`config.mk`:
```
export PLATFORM = sky130hd
export DESIGN_NAME = ifmap_read_scheduler
export DESIGN_NICKNAME = d
export VERILOG_FILES = /design/src/rtl/ifmap_read_scheduler.sv
export SDC_FILE = /design/constraint.sdc
export NUM_CORES = 1
export LEC_CHECK = 0
export BUFFER_PORTS_ARGS = -buffer_cell sky130_fd_sc_hd__buf_2
export CAP_MARGIN = 15
export CELL_PAD_IN_SITES_DETAIL_PLACEMENT = 1
export CELL_PAD_IN_SITES_GLOBAL_PLACEMENT = 2
export CORE_ASPECT_RATIO = 0.5
export CORE_UTILIZATION = 40
export CTS_BUF_LIST = sky130_fd_sc_hd__clkbuf_16
export DETAILED_ROUTE_END_ITERATION = 8
export GPL_TIMING_DRIVEN = 0
export PLACE_DENSITY = 0.95
export SYNTH_ARGS = -nofsm -noshare
export SYNTH_HDL_FRONTEND = slang
export SYNTH_SLANG_ARGS = --single-unit
```
`constraint.sdc`:
```
create_clock -name clk -period 20.3 [get_ports clk]
set_clock_uncertainty 0.05 [all_clocks]
set_input_delay 2.03 -clock clk [delete_from_list [all_inputs] [get_ports clk]]
set_output_delay 2.03 -clock clk [all_outputs]
set_load 0.005 [all_outputs]
```
`src/rtl/ifmap_read_scheduler.sv`:
```
// ifmap_read_scheduler
//   Walks a job of banks x tiles and hands one address window at a time to the
//   Ifmap BRAM address counter. Each window is announced with a one-cycle
//   cnt_start and held on cnt_addr_start/cnt_addr_end/cnt_sel until the
//   counter answers with cnt_done. New windows are only launched while the
//   PE array signals pe_ready.
//
//   Optional build macro SCHED_PERF_CNT_EN adds perf_stall_cyc/perf_busy_cyc
//   cycle counters. Without it the ports and counter logic are absent.
module ifmap_read_scheduler #(
   parameter int NUM_BRAMS  = 16,
   parameter int ADDR_WIDTH = 9,
   parameter int TILE_W     = 8
) (
   input  logic                  clk,
   input  logic                  rst_n,
   input  logic                  job_valid,
   output logic                  job_ready,
   input  logic [ADDR_WIDTH-1:0] job_base_addr,
   input  logic [TILE_W-1:0]     job_tile_len,
   input  logic [TILE_W-1:0]     job_num_tiles,
   input  logic [3:0]            job_bank_first,
   input  logic [4:0]            job_bank_count,
   input  logic                  abort,
   input  logic                  pe_ready,
   output logic                  cnt_start,
   output logic [ADDR_WIDTH-1:0] cnt_addr_start,
   output logic [ADDR_WIDTH-1:0] cnt_addr_end,
   output logic [3:0]            cnt_sel,
   input  logic                  cnt_done,
   output logic [TILE_W-1:0]     tile_idx,
   output logic                  busy,
   output logic                  job_done,
   output logic                  job_err
`ifdef SCHED_PERF_CNT_EN
   ,
   output logic [31:0]           perf_stall_cyc,
   output logic [31:0]           perf_busy_cyc
`endif
);

   // Window arithmetic is done wide enough that base + tile*len never wraps.
   localparam int WIN_W = ADDR_WIDTH + TILE_W + 1;
   // The legality check multiplies two full TILE_W fields, so it gets more room.
   localparam int CHK_W = ADDR_WIDTH + 2 * TILE_W + 1;
   localparam logic [CHK_W-1:0] ADDR_SPACE = CHK_W'(2 ** ADDR_WIDTH);
   localparam logic [5:0]       BANK_LIMIT = 6'(NUM_BRAMS);

   localparam logic [2:0] S_IDLE  = 3'd0;
   localparam logic [2:0] S_ISSUE = 3'd1;
   localparam logic [2:0] S_WAIT  = 3'd2;
   localparam logic [2:0] S_NEXT  = 3'd3;
   localparam logic [2:0] S_FIN   = 3'd4;

   logic [2:0]            state;
   logic [2:0]            state_nxt;

   // Latched job fields and loop position
   logic [ADDR_WIDTH-1:0] base_q;
   logic [TILE_W-1:0]     len_q;
   logic [TILE_W-1:0]     ntiles_q;
   logic [TILE_W-1:0]     tile_q;
   logic [3:0]            bank_q;
   logic [4:0]            banks_rem_q;
   logic                  err_q;
   logic                  abort_q;

   logic                  job_accept;
   logic                  job_illegal;
   logic                  last_tile;
   logic                  last_bank;
   logic [TILE_W-1:0]     tile_nxt;
   logic [3:0]            bank_nxt;
   logic [ADDR_WIDTH-1:0] nxt_start;

   // First address of window 'tile' of a job starting at 'base'.
   function automatic logic [ADDR_WIDTH-1:0] window_start(
      input logic [ADDR_WIDTH-1:0] base,
      input logic [TILE_W-1:0]     tile,
      input logic [TILE_W-1:0]     len
   );
      logic [WIN_W-1:0] wide;
      wide = WIN_W'(base) + WIN_W'(tile) * WIN_W'(len);
      return ADDR_WIDTH'(wide);
   endfunction

   // Inclusive last address of a window of 'len' words starting at 'start'.
   function automatic logic [ADDR_WIDTH-1:0] window_end(
      input logic [ADDR_WIDTH-1:0] start,
      input logic [TILE_W-1:0]     len
   );
      logic [WIN_W-1:0] wide;
      wide = WIN_W'(start) + WIN_W'(len) - WIN_W'(1);
      return ADDR_WIDTH'(wide);
   endfunction

   // A job is rejected if any loop is empty, the bank range leaves the array,
   // or the last tile of a bank would run past the top of the BRAM.
   function automatic logic job_is_illegal(
      input logic [ADDR_WIDTH-1:0] base,
      input logic [TILE_W-1:0]     len,
      input logic [TILE_W-1:0]     tiles,
      input logic [3:0]            first,
      input logic [4:0]            count
   );
      logic [CHK_W-1:0] span;
      span = CHK_W'(base) + CHK_W'(tiles) * CHK_W'(len);
      return (len == '0) || (tiles == '0) || (count == '0) ||
             ({1'b0, count} > BANK_LIMIT) ||
             ((6'(first) + 6'(count)) > BANK_LIMIT) ||
             (span > ADDR_SPACE);
   endfunction

   assign job_accept  = (state == S_IDLE) && job_valid;
   assign job_illegal = job_is_illegal(job_base_addr, job_tile_len, job_num_tiles,
                                       job_bank_first, job_bank_count);

   // Position of the following window: next tile, or tile 0 of the next bank.
   assign last_tile = (tile_q == ntiles_q - TILE_W'(1));
   assign last_bank = (banks_rem_q == 5'd1);
   assign tile_nxt  = last_tile ? '0 : tile_q + TILE_W'(1);
   assign bank_nxt  = last_tile ? bank_q + 4'd1 : bank_q;
   assign nxt_start = window_start(base_q, tile_nxt, len_q);

   // Next-state selection; abort overrides everything outside IDLE.
   always_comb begin
      state_nxt = state;
      case (state)
         S_IDLE: begin
            if (job_valid) begin
               state_nxt = job_illegal ? S_FIN : S_ISSUE;
            end
         end
         S_ISSUE: begin
            if (pe_ready) begin
               state_nxt = S_WAIT;
            end
         end
         S_WAIT: begin
            if (cnt_done) begin
               state_nxt = S_NEXT;
            end
         end
         S_NEXT: begin
            state_nxt = (last_tile && last_bank) ? S_FIN : S_ISSUE;
         end
         S_FIN: begin
            state_nxt = S_IDLE;
         end
         default: begin
            state_nxt = S_IDLE;
         end
      endcase
      if (abort && (state != S_IDLE)) begin
         state_nxt = S_FIN;
      end
   end

   // State register, job latch, loop counters and held counter configuration.
   always_ff @(posedge clk or negedge rst_n) begin
      if (!rst_n) begin
         state          <= S_IDLE;
         base_q         <= '0;
         len_q          <= '0;
         ntiles_q       <= '0;
         tile_q         <= '0;
         bank_q         <= '0;
         banks_rem_q    <= '0;
         err_q          <= 1'b0;
         abort_q        <= 1'b0;
         cnt_addr_start <= '0;
         cnt_addr_end   <= '0;
         cnt_sel        <= '0;
      end else begin
         state <= state_nxt;
         if (abort && (state != S_IDLE)) begin
            abort_q <= 1'b1;
         end
         case (state)
            S_IDLE: begin
               if (job_valid) begin
                  base_q      <= job_base_addr;
                  len_q       <= job_tile_len;
                  ntiles_q    <= job_num_tiles;
                  tile_q      <= '0;
                  bank_q      <= job_bank_first;
                  banks_rem_q <= job_bank_count;
                  err_q       <= job_illegal;
                  abort_q     <= 1'b0;
                  if (!job_illegal) begin
                     cnt_addr_start <= job_base_addr;
                     cnt_addr_end   <= window_end(job_base_addr, job_tile_len);
                     cnt_sel        <= job_bank_first;
                  end
               end
            end
            S_NEXT: begin
               if (!abort) begin
                  tile_q <= tile_nxt;
                  bank_q <= bank_nxt;
                  if (last_tile) begin
                     banks_rem_q <= banks_rem_q - 5'd1;
                  end
                  // The final window's settings stay visible after the job.
                  if (!(last_tile && last_bank)) begin
                     cnt_addr_start <= nxt_start;
                     cnt_addr_end   <= window_end(nxt_start, len_q);
                     cnt_sel        <= bank_nxt;
                  end
               end
            end
            default: begin
            end
         endcase
      end
   end

   // Handshake and status outputs decoded from the state.
   assign job_ready = (state == S_IDLE);
   assign busy      = (state != S_IDLE);
   assign cnt_start = (state == S_ISSUE) && pe_ready && !abort;
   assign job_done  = (state == S_FIN) && !err_q && !abort_q && !abort;
   assign job_err   = (state == S_FIN) &&  err_q && !abort_q && !abort;
   assign tile_idx  = tile_q;

`ifdef SCHED_PERF_CNT_EN
   function automatic logic [31:0] sat_inc(input logic [31:0] value);
      return (value == '1) ? value : value + 32'd1;
   endfunction

   // Stall and busy cycle counters, cleared on accept and frozen while idle.
   always_ff @(posedge clk or negedge rst_n) begin
      if (!rst_n) begin
         perf_stall_cyc <= '0;
         perf_busy_cyc  <= '0;
      end else if (job_accept) begin
         perf_stall_cyc <= '0;
         perf_busy_cyc  <= '0;
      end else begin
         if ((state == S_ISSUE) && !pe_ready) begin
            perf_stall_cyc <= sat_inc(perf_stall_cyc);
         end
         if (busy) begin
            perf_busy_cyc <= sat_inc(perf_busy_cyc);
         end
      end
   end
`else
   // Performance counters are not built in this configuration.
`endif

endmodule

```
==> run_results.csv, run 1 <==
group,metric,value,unit
final_layout,final_util,0.461,
job,drv_cap,0,
sta,tns,0,ns
worst_setup_path,path_max_fanout,10,
pwr,leakagePower,4.86,nW
clock_tree,clkSinkCount,69,
clock_tree,cts_tree,"yes",
clock_tree,numCtsBuffers,9,
global_route,grt_pass1_wl,41700,um
sta,finalCriticalPeriod,8.02,ns
synthesis,yosys_warnings,0,
worst_setup_path,cpMaxStageDelayCell,"fa_1",
floorplan,initial_core_util,0.411,
place,numPortBuffers,65,
sta,fmax,0.125,GHz
final_layout,final_cell_mix,"inv_1 (196), nand2_1 (141), ha_1 (98)",
sta,rsz0062_at_grt,"no",
synthesis,yosysUniqueCellTypes,56,
pwr,vdd_drop_max,0.0000828,V
clock_tree,cts.path.max_buffers,2,
routing,routedWlPerCell,18.4,um
synthesis,synth-seq-cells,69,
synthesis,syn_area_per_cell,8.44,um2
sta,min_period_over_period,0.395,
worst_setup_path,max_stage_delay,0.58,ns
clock_tree,cts-root-buf,"clkbuf_16",
floorplan,coreArea,20700,um2
synthesis,synthFlopType,"dfrtp_1",
global_route,groute.usage.overall,0.245,
synthesis,synthCells,1009,
synthesis,synthXorXnorAreaFrac,0.0595,
routing,drt-total-wl,25200,um
clock_tree,postCtsSetupRepairBufs,0,
synthesis,synthMuxAreaShare,0.0414,
sta,worst_slew_pin_slew,0.747,ns
hold_path,timing.hold.worst.class,"register to register",
floorplan,pin_count,75,
global_route,grt_pass1_vias,7967,
clock_tree,cts_hold_buf,0,
synthesis,synth_compound_area_frac,0.108,
final_layout,final_common_cell,"inv_1",
worst_setup_path,cp_top_family,"adder cells",
synthesis,yosysSeqAreaShare,0.203,
floorplan,die_w,208,um
clock_tree,clk-insertion-delay-late,0.36,ns
routing,drt-initial-drc-count,411,
place,hpwl,20500,um
synthesis,synthSimpleGateAreaFrac,0.165,
synthesis,yosys.area_share.adder,0.316,
worst_setup_path,cp-end-kind,"register",
worst_setup_path,worstPathCellList,"buf_2, clkbuf_1, nand2_1, fa_1, inv_1, fa_1, fa_1, inv_1, fa_1, inv_1, ha_1, o21a_1, nor2_1, a31oi_1, xnor2_1, o211ai_1, a211oi_1, nand4_1, a211o_1, buf_4, mux2_1",
routing,postRouteAntennaNets,0,
global_route,overflow,0,
routing,post-route-drc-count,0,
routing,vias,7186,
final_layout,syn2layout_area_growth,11.9,%
routing,dr.pass1.iters,4,
synthesis,synth_top_family_by_area,"adder cells",
worst_setup_path,start_kind,"input port",
worst_setup_path,cp_common_cell,"fa_1",
synthesis,postSynth.asyncResetShare,1.00,
worst_setup_path,cp.arrival,8.20,ns
pwr,power.density,147,nW/um2
floorplan,placementRows,37,
final_layout,final_nets,1297,
routing,vias_per_cell,5.26,
synthesis,synth_area,8510,um2
sta,slew_headroom,0.500,
clock_tree,cts_resized,0,
final_layout,drive_gt1_frac,0.0944,
worst_setup_path,required,20.48,ns
run_status,outcome,"finished, final reports clean",
floorplan,die_h,105,um
worst_setup_path,critical_path_class,"input port to register",
global_route,antenna_found_initial,3,
sta,setup_violations,0,
clock_tree,clkTransAtPathRegs,0.06,ns
synthesis,synth_edf_count,0,
global_route,grt_start_max_net_pins,56,
sta,hold_viol_final,0,
place,gp_congestion,0.853,
synthesis,synthesis.nets,1220,
worst_setup_path,critPathBufInv,6,
clock_tree,h-tree-depth,3,
floorplan,die_area,21900,um2
sta,slew_viol_final,0,
## cells in the mapped netlist (all sizes together) (5+ instances only)
| cell type | number | area, um2 |
|---|---|---|
| inv | 195 | 732 |
| nand2 | 142 | 536 |
| ha | 98 | 1230 |
| fa | 73 | 1460 |
| dfrtp | 69 | 1730 |
| o21ai | 67 | 335 |
| nor2 | 38 | 143 |
| and2 | 36 | 225 |
| a21oi | 34 | 174 |
| xnor2 | 33 | 289 |
| clkbuf | 31 | 116 |
| mux2 | 26 | 293 |
| xor2 | 17 | 149 |
| nor3 | 16 | 80.1 |
| buf | 11 | 68.8 |
| nand2b | 9 | 56.3 |
| and3 | 8 | 50.1 |
| nor4 | 8 | 50.1 |
| a21o | 7 | 52.6 |
| nand3 | 7 | 47.6 |
| a22o | 6 | 52.6 |
| mux2i | 6 | 60.1 |
| nor2b | 6 | 37.5 |
| or3 | 6 | 47.5 |
| a211oi | 5 | 37.5 |
| o21a | 5 | 37.5 |
| o21bai | 5 | 37.5 |
## state kept, by name, indices dropped and copies added, names as in the netlist
| name | cells |
|---|---|
| base_q | 9 |
| cnt_addr_end | 9 |
| cnt_addr_start | 9 |
| len_q | 8 |
| ntiles_q | 8 |
| tile_idx | 8 |
| banks_rem_q | 5 |
| bank_q | 4 |
| cnt_sel | 4 |
| state | 3 |
| abort_q | 1 |
| err_q | 1 |
## per-stage QoR
| stage | power (mW) | hold slack [ns] | cells | cell area (um2) | worst slack, ns |
|---|---|---|---|---|---|
| floorplan | 0.951 | 0.406 | 1009 | 8510 | 13.21 |
| global placement | 1.16 | 0.422 | 1347 | 9180 | 12.02 |
| detailed placement | 1.22 | 0.431 | 1348 | 9210 | 11.92 |
| CTS | 1.42 | 0.446 | 1364 | 9530 | 12.27 |
| global route | 1.56 | 0.460 | 1364 | 9530 | 11.91 |
| finish | 1.40 | 0.440 | 1365 | 9530 | 12.28 |
## layer usage
layer | global-route usage | wire length, um | up-vias | part of all wire
li1 | - | - | 3395 | -
met1 | 0.319 | 11600 | 3625 | 0.46
met2 | 0.413 | 12000 | 132 | 0.48
met3 | 0.0466 | 1100 | 34 | 0.044
met4 | 0.0693 | 460 | 0 | 0.018
met5 | 0 | 0 | - | 0
## cells by family after synthesis
group / Yosys count
xor gates and xnor gates: 53
adders and majority gates: 171
and+or+nand+nor: 293
buffers and inverters: 237
muxes: 32
AOI/OAI and AO/OA: 154
DFF: 69
## final timing paths
| path | to | slack, ns | cells past startpoint | from |
|---|---|---|---|---|
| min in group asynchronous | base_q[3] | 1.50 | 1 | rst_n |
| worst min register to register | cnt_addr_end[2] | 0.44 | 1 | cnt_addr_end[2] |
| worst max register to register | cnt_addr_end[8] | 12.48 | 30 | ntiles_q[4] |
| max in group asynchronous | cnt_addr_end[8] | 18.15 | 2 | rst_n |
| worst max-delay path | cnt_addr_start[2] | 12.28 | 21 | job_tile_len[4] |
| worst min-delay path | cnt_addr_end[2] | 0.44 | 1 | cnt_addr_end[2] |
## worst register-to-register path, delay by kind of cell (launching register included)
kind	cells	cell delay, ns
DFF	1	0.42
and+or+nand+nor	10	2.17
muxes	1	0.26
xor gates and xnor gates	3	0.69
AOI/OAI and AO/OA	4	0.64
adders and majority gates	7	2.76
buffers and inverters	5	0.72
## where the power goes
part	switching (mW)	internal, mW	total, mW
clock network	0.0680	0.107	0.175
registers	0.0534	0.196	0.249
logic	0.563	0.416	0.979
## cell type report
cell class / instances / area (um2)
fill: 2479 / 11200
multi-input combinational: 703 / 5870
sequential: 69 / 1730
inverter: 195 / 732
timing repair buffer: 66 / 355
tap: 273 / 342
clock buffer: 9 / 225
buffer: 42 / 185
clock inverter: 7 / 91.3
antenna: 1 / 2.50
(Power assumes the default switching activity.)
==> run 2: changes to the inputs <==
--- a/config.mk
+++ b/config.mk
@@ -5,16 +5,17 @@
 export SDC_FILE = /design/constraint.sdc
 export NUM_CORES = 1
 export LEC_CHECK = 0
+export ABC_AREA = 1
 export BUFFER_PORTS_ARGS = -buffer_cell sky130_fd_sc_hd__buf_2
 export CAP_MARGIN = 15
 export CELL_PAD_IN_SITES_DETAIL_PLACEMENT = 1
 export CELL_PAD_IN_SITES_GLOBAL_PLACEMENT = 2
 export CORE_ASPECT_RATIO = 0.5
-export CORE_UTILIZATION = 40
+export CORE_UTILIZATION = 36
 export CTS_BUF_LIST = sky130_fd_sc_hd__clkbuf_16
 export DETAILED_ROUTE_END_ITERATION = 8
 export GPL_TIMING_DRIVEN = 0
-export PLACE_DENSITY = 0.95
+export PLACE_DENSITY = 0.94
 export SYNTH_ARGS = -nofsm -noshare
 export SYNTH_HDL_FRONTEND = slang
 export SYNTH_SLANG_ARGS = --single-unit
==> constraint.sdc (replaced) <==
create_clock -name clk -period 8 [get_ports clk]
set_clock_uncertainty 0.05 [all_clocks]
set_input_delay 0.8 -clock clk [delete_from_list [all_inputs] [get_ports clk]]
set_output_delay 0.8 -clock clk [all_outputs]
set_load 0.005 [all_outputs]
==> run_results.csv, run 2 <==
group,metric,value,unit
sta,timing.hold.ws,0.428,ns
final_layout,drive_gt1_frac,0.0930,
final_layout,fill_cells,2982,
synthesis,syn_area_per_cell,7.28,um2
sta,slew_viol_final,0,
sta,hold_viol_final,0,
floorplan,die_h,112,um
final_layout,final_common_cell,"nand2_1",
clock_tree,clkTransAtPathRegs,0.06,ns
routing,dr.pass1.iters,5,
worst_setup_path,r2r_cells,37,
pwr,finalPower,4.04,mW
worst_setup_path,rr_startpoint,"ntiles_q[0]",
pwr,leakagePower,5.56,nW
synthesis,synthFlopType,"dfrtp_1",
clock_tree,numCtsBuffers,9,
synthesis,synthesis.nets,1414,
pwr,p_int,1.85,mW
run_status,outcome,"finished, final reports clean",
sta,finalCriticalPeriod,6.86,ns
routing,vias_per_cell,4.91,
global_route,grt_pass1_wl,43800,um
global_route,grt_start_max_net_pins,70,
global_route,overflow,0,
routing,postRouteAntennaNets,0,
clock_tree,clkSinkCount,69,
sta,setup_violations,0,
final_layout,final_cell_mix,"nand2_1 (299), inv_1 (293), ha_1 (98)",
clock_tree,h-tree-depth,3,
worst_setup_path,critPathLaunch,"ntiles_q[0]",
pwr,p_sw_frac,0.542,
clock_tree,postCtsSetupRepairBufs,0,
synthesis,yosys_warnings,0,
synthesis,yosysUniqueCellTypes,52,
clock_tree,cts_tree,"yes",
routing,drt-initial-drc-count,348,
synthesis,ys_top_cells_by_area,"dfrtp_1 (20%), fa_1 (17%), ha_1 (14%), nand2_1 (13%), inv_1 (13%)",
synthesis,synth_edf_count,0,
synthesis,synth_area,8760,um2
sta,fin_ws,1.14,ns
pwr,p_switching,2.19,mW
worst_setup_path,start_kind,"register",
sta,fmax,0.146,GHz
floorplan,pin_count,75,
global_route,grt_pass1_vias,8548,
synthesis,synthTopCellsByCount,"nand2_1 (299), inv_1 (292), ha_1 (98)",
clock_tree,cts_resized,0,
final_layout,reg.largest.list,"base_q: 9 flops, cnt_addr_end: 9 flops, cnt_addr_start: 9 flops",
worst_setup_path,cp.arrival,7.10,ns
clock_tree,cts.path.max_buffers,2,
floorplan,die_w,223,um
final_layout,syn2layout_area_growth,10.9,%
final_layout,final_cells,1586,
floorplan,coreArea,23300,um2
synthesis,synth-seq-cells,69,
clock_tree,clk-insertion-delay-late,0.35,ns
floorplan,initial_core_util,0.375,
routing,post-route-drc-count,0,
synthesis,yosys.area.top_type,"dfrtp_1",
synthesis,postSynth.asyncResetShare,1.00,
global_route,groute.usage.overall,0.222,
worst_setup_path,cpMaxStageDelayCell,"fa_1",
floorplan,die_area,25000,um2
worst_setup_path,crit_path_end,"cnt_addr_end[8]",
pwr,power.density,416,nW/um2
place,place_ws,1.19,ns
sta,min_period_over_period,0.858,
synthesis,post-synth-top-count-cell,"nand2_1",
pwr,sequentialPowerShare,0.153,
sta,slew_headroom,0.381,
routing,drt-total-wl,26100,um
worst_setup_path,cp-end-kind,"register",
worst_setup_path,path_max_fanout,9,
job,drv_cap,0,
clock_tree,cts-root-buf,"clkbuf_16",
sta,tns,0,ns
global_route,antenna_found_initial,0,
place,hpwl,22300,um
pwr,clkPwrFrac,0.092,
pwr,vdd_drop_max,0.000239,V
routing,vias,7783,
clock_tree,cts_hold_buf,0,
pwr,comb_power_share,0.756,
worst_setup_path,required,8.23,ns
worst_setup_path,max_stage_delay,0.53,ns
place,gp_congestion,0.884,
final_layout,final_nets,1485,
hold_path,timing.hold.worst.class,"register to register",
worst_setup_path,reg2reg_slack,1.14,ns
final_layout,antenna_cells,0,
synthesis,synth_top_area_share,0.197,
worst_setup_path,regToRegEndpoint,"cnt_addr_end[8]",
worst_setup_path,cp_common_cell,"nand2_1",
synthesis,yosysSeqAreaShare,0.197,
place,dp.cells,1570,
sta,rsz0062_at_grt,"no",
sta,worst_slew_pin_slew,0.928,ns
routing,routedWlPerCell,16.5,um
synthesis,synthCells,1203,
place,numPortBuffers,60,
worst_setup_path,critical_path_class,"register to register",
floorplan,placementRows,39,
## run 2: changes by cell type in the layout (fill, tap and decap cells not counted), moves of 9 or more
| cell | change |
|---|---|
| xnor2_1 | -25 |
| nand3_1 | +32 |
| mux2_1 | -20 |
| and2_1 | -35 |
| o21ai_0 | -9 |
| nor2_1 | +30 |
| nand2_1 | +158 |
| nand2b_1 | -9 |
| o21ai_1 | +13 |
| inv_1 | +97 |
| xor2_1 | +12 |
## run 2: final cells by class
type / instances / area [um2] / share of cell area
multi-input combinational: 802 / 5730 / 0.590
sequential: 69 / 1730 / 0.178
inverter: 300 / 1130 / 0.116
tap: 307 / 384 / 0.0396
timing repair buffer: 60 / 303 / 0.0312
clock buffer: 9 / 225 / 0.0232
buffer: 32 / 170 / 0.0175
clock inverter: 7 / 42.5 / 0.00438
## run 2: cell families (layout without fill, tap and decap cells)
group / Yosys count / count (layout) / synth area share
xor gates and xnor gates: 38 / 38 / 0.0389
adders and majority gates: 171 / 171 / 0.307
DFF: 69 / 69 / 0.197
and+or+nand+nor: 459 / 459 / 0.221
muxes: 1 / 1 / 0.00114
AOI/OAI and AO/OA: 133 / 133 / 0.0866
buffers and inverters: 332 / 408 / 0.148
## run 2: worst min path at each step
stage | depth (start not counted) | from | slack, ns | end
6_report | 2 | cnt_addr_end[3] | 0.43 | cnt_addr_end[3]
5_1_grt | 2 | cnt_addr_end[4] | 0.46 | cnt_addr_end[4]
4_1_cts | 2 | cnt_addr_end[3] | 0.43 | cnt_addr_end[3]
3_5_place_dp | 2 | cnt_addr_end[3] | 0.42 | cnt_addr_end[3]
3_3_place_gp | 2 | cnt_addr_start[7] | 0.41 | cnt_addr_start[7]
2_1_floorplan | 2 | base_q[0] | 0.41 | base_q[0]
## run 2: critical path, delay by kind of cell, from the launching register on
family                     cells  cell delay, ns
AOI/OAI and AO/OA              2            0.26
xor gates and xnor gates       2            0.68
adders and majority gates      8            3.10
buffers and inverters          9            0.71
DFF                            1            0.42
and+or+nand+nor               16            1.57
## run 2: power by group through the flow
stage | clock network (mW) | logic (mW) | registers (mW)
floorplan | 0 | 2.21 | 0.595
global placement | 0 | 2.89 | 0.612
detailed placement | 0 | 3.04 | 0.622
CTS | 0.377 | 3.08 | 0.617
global route | 0.394 | 3.52 | 0.637
finish | 0.371 | 3.05 | 0.617
## run 2: through the flow
stage,util,instance area (um2)
floorplan,-,8760
global route,0.416,9710
detailed placement,0.405,9440
global placement,0.405,9440
finish,0.416,9710
CTS,0.416,9710
## run 2: per-layer routing
layer / global-route usage / part of all wire
met1: 0.281 / 0.45
met2: 0.387 / 0.48
met3: 0.0518 / 0.052
met4: 0.0428 / 0.014
met5: 0 / 0
==> run 3: changes to the inputs <==
--- a/config.mk
+++ b/config.mk
@@ -8,14 +8,14 @@
 export ABC_AREA = 1
 export BUFFER_PORTS_ARGS = -buffer_cell sky130_fd_sc_hd__buf_2
 export CAP_MARGIN = 15
-export CELL_PAD_IN_SITES_DETAIL_PLACEMENT = 1
-export CELL_PAD_IN_SITES_GLOBAL_PLACEMENT = 2
+export CELL_PAD_IN_SITES_DETAIL_PLACEMENT = 0
+export CELL_PAD_IN_SITES_GLOBAL_PLACEMENT = 1
 export CORE_ASPECT_RATIO = 0.5
-export CORE_UTILIZATION = 36
+export CORE_UTILIZATION = 40
 export CTS_BUF_LIST = sky130_fd_sc_hd__clkbuf_16
 export DETAILED_ROUTE_END_ITERATION = 8
 export GPL_TIMING_DRIVEN = 0
-export PLACE_DENSITY = 0.94
+export PLACE_DENSITY = 0.85
 export SYNTH_ARGS = -nofsm -noshare
 export SYNTH_HDL_FRONTEND = slang
 export SYNTH_SLANG_ARGS = --single-unit
==> run_results.csv, run 3 (synthesis gave the netlist of run 2 again) <==
group,metric,value,unit
global_route,grt_start_max_net_pins,70,
sta,timing.hold.ws,0.428,ns
floorplan,placementRows,37,
final_layout,reg.largest.list,"base_q: 9 flops, cnt_addr_end: 9 flops, cnt_addr_start: 9 flops",
final_layout,final_nets,1485,
final_layout,drive_gt1_frac,0.0938,
routing,vias,7587,
final_layout,final_common_cell,"nand2_1",
sta,fin_ws,1.41,ns
floorplan,coreArea,21000,um2
worst_setup_path,regToRegEndpoint,"cnt_addr_end[8]",
worst_setup_path,path_max_fanout,9,
sta,fmax,0.152,GHz
clock_tree,cts_tree,"yes",
sta,finalCriticalPeriod,6.59,ns
worst_setup_path,critPathBufInv,8,
place,place_ws,1.43,ns
run_status,outcome,"finished, final reports clean",
hold_path,timing.hold.worst.class,"register to register",
worst_setup_path,max_stage_delay,0.53,ns
global_route,groute.usage.overall,0.217,
floorplan,pin_count,75,
worst_setup_path,reg2reg_slack,1.41,ns
worst_setup_path,cp.arrival,6.83,ns
hold_path,min_to,"cnt_addr_end[6]",
worst_setup_path,required,8.24,ns
floorplan,initial_core_util,0.417,
routing,routedWlPerCell,14.3,um
routing,postRouteAntennaNets,0,
floorplan,die_w,211,um
clock_tree,numCtsBuffers,9,
worst_setup_path,r2r_cells,33,
clock_tree,cts.path.max_buffers,2,
floorplan,die_h,107,um
worst_setup_path,critical_path_class,"register to register",
pwr,finalPower,3.94,mW
routing,post-route-drc-count,0,
worst_setup_path,cp-end-kind,"register",
clock_tree,cts_hold_buf,0,
clock_tree,cts_resized,0,
sta,rsz0062_at_grt,"no",
worst_setup_path,start_kind,"register",
worst_setup_path,rr_startpoint,"ntiles_q[0]",
place,numPortBuffers,60,
clock_tree,clkSinkCount,69,
routing,drt-initial-drc-count,510,
sta,slew_headroom,0.396,
clock_tree,clk-insertion-delay-late,0.35,ns
worst_setup_path,cp_common_cell,"inv_1",
hold_path,hp-start,"cnt_addr_end[6]",
global_route,overflow,0,
sta,slew_viol_final,0,
clock_tree,h-tree-depth,3,
global_route,grt_pass1_wl,38200,um
clock_tree,postCtsSetupRepairBufs,0,
clock_tree,cts-root-buf,"clkbuf_16",
global_route,antenna_found_initial,0,
pwr,vdd_drop_max,0.000308,V
job,drv_cap,0,
routing,dr.pass1.iters,7,
sta,min_period_over_period,0.824,
sta,tns,0,ns
worst_setup_path,cpMaxStageDelayCell,"fa_1",
sta,hold_viol_final,0,
worst_setup_path,cp_top_family,"adder cells",
clock_tree,clkTransAtPathRegs,0.06,ns
place,hpwl,18900,um
floorplan,die_area,22500,um2
pwr,leakagePower,5.57,nW
global_route,grt_pass1_vias,7646,
sta,setup_violations,0,
pwr,power.density,406,nW/um2
final_layout,syn2layout_area_growth,11.0,%
hold_path,holdPathStages,2,
final_layout,antenna_cells,0,
place,gp_congestion,0.897,
routing,vias_per_cell,4.83,
final_layout,final_cell_mix,"nand2_1 (299), inv_1 (292), ha_1 (98)",
routing,drt-total-wl,22500,um
sta,worst_slew_pin_slew,0.906,ns
==> run 3: changes by cell type in the layout (fill, tap and decap cells not counted), sizes merged <==
| cell | delta |
|---|---|
| clkinvlp | -1 |
| bufinv | +1 |
==> run 3: worst min-delay path: cells and delay by family (launching register included) <==
family	cells	cell delay, ns
flip-flops	1	0.34
AND/OR/NAND/NOR	2	0.10
==> run 3: metal layers <==
metal  share of wire  vias up  track usage
li1                -     3807            -
met1            0.48     3595        0.298
met2            0.46      160        0.356
met3           0.051       25       0.0395
met4           0.012        0       0.0481
met5               0        -            0
==> run 3: power by group <==
group	leakage, nW	switching [mW]	total, mW	internal (mW)
Combinational	4.56	1.79	2.92	1.13
Clock	0.146	0.170	0.413	0.243
Sequential	0.868	0.118	0.613	0.495
==> run 3: stage by stage <==
step           instance area (um2)  utilization  instances
2_1_floorplan                 8760            -       1203
3_3_place_gp                  9420        0.448       1555
3_5_place_dp                  9430        0.448       1555
4_1_cts                       9720        0.463       1571
5_1_grt                       9720        0.463       1571
6_report                      9720        0.463       1571
==> run 3: worst max-delay path by stage <==
stage	from	end	slack, ns	depth (start not counted)
floorplan	ntiles_q[0]	cnt_addr_end[8]	2.15	34
global route	ntiles_q[0]	cnt_addr_end[8]	0.82	37
detailed placement	ntiles_q[0]	cnt_addr_end[8]	1.43	33
finish	ntiles_q[0]	cnt_addr_end[8]	1.41	33
global placement	ntiles_q[0]	cnt_addr_end[8]	1.45	33
CTS	ntiles_q[0]	cnt_addr_end[8]	1.39	33
==> run 3: area by class of cell <==
cell class                 count  area (um2)
multi-input combinational    802        5730
timing repair buffer          60         303
buffer                        32         170
clock buffer                   9         225
fill                        2190       11300
clock inverter                 7        73.8
tap                          292         365
inverter                     300        1130
sequential                    69        1730
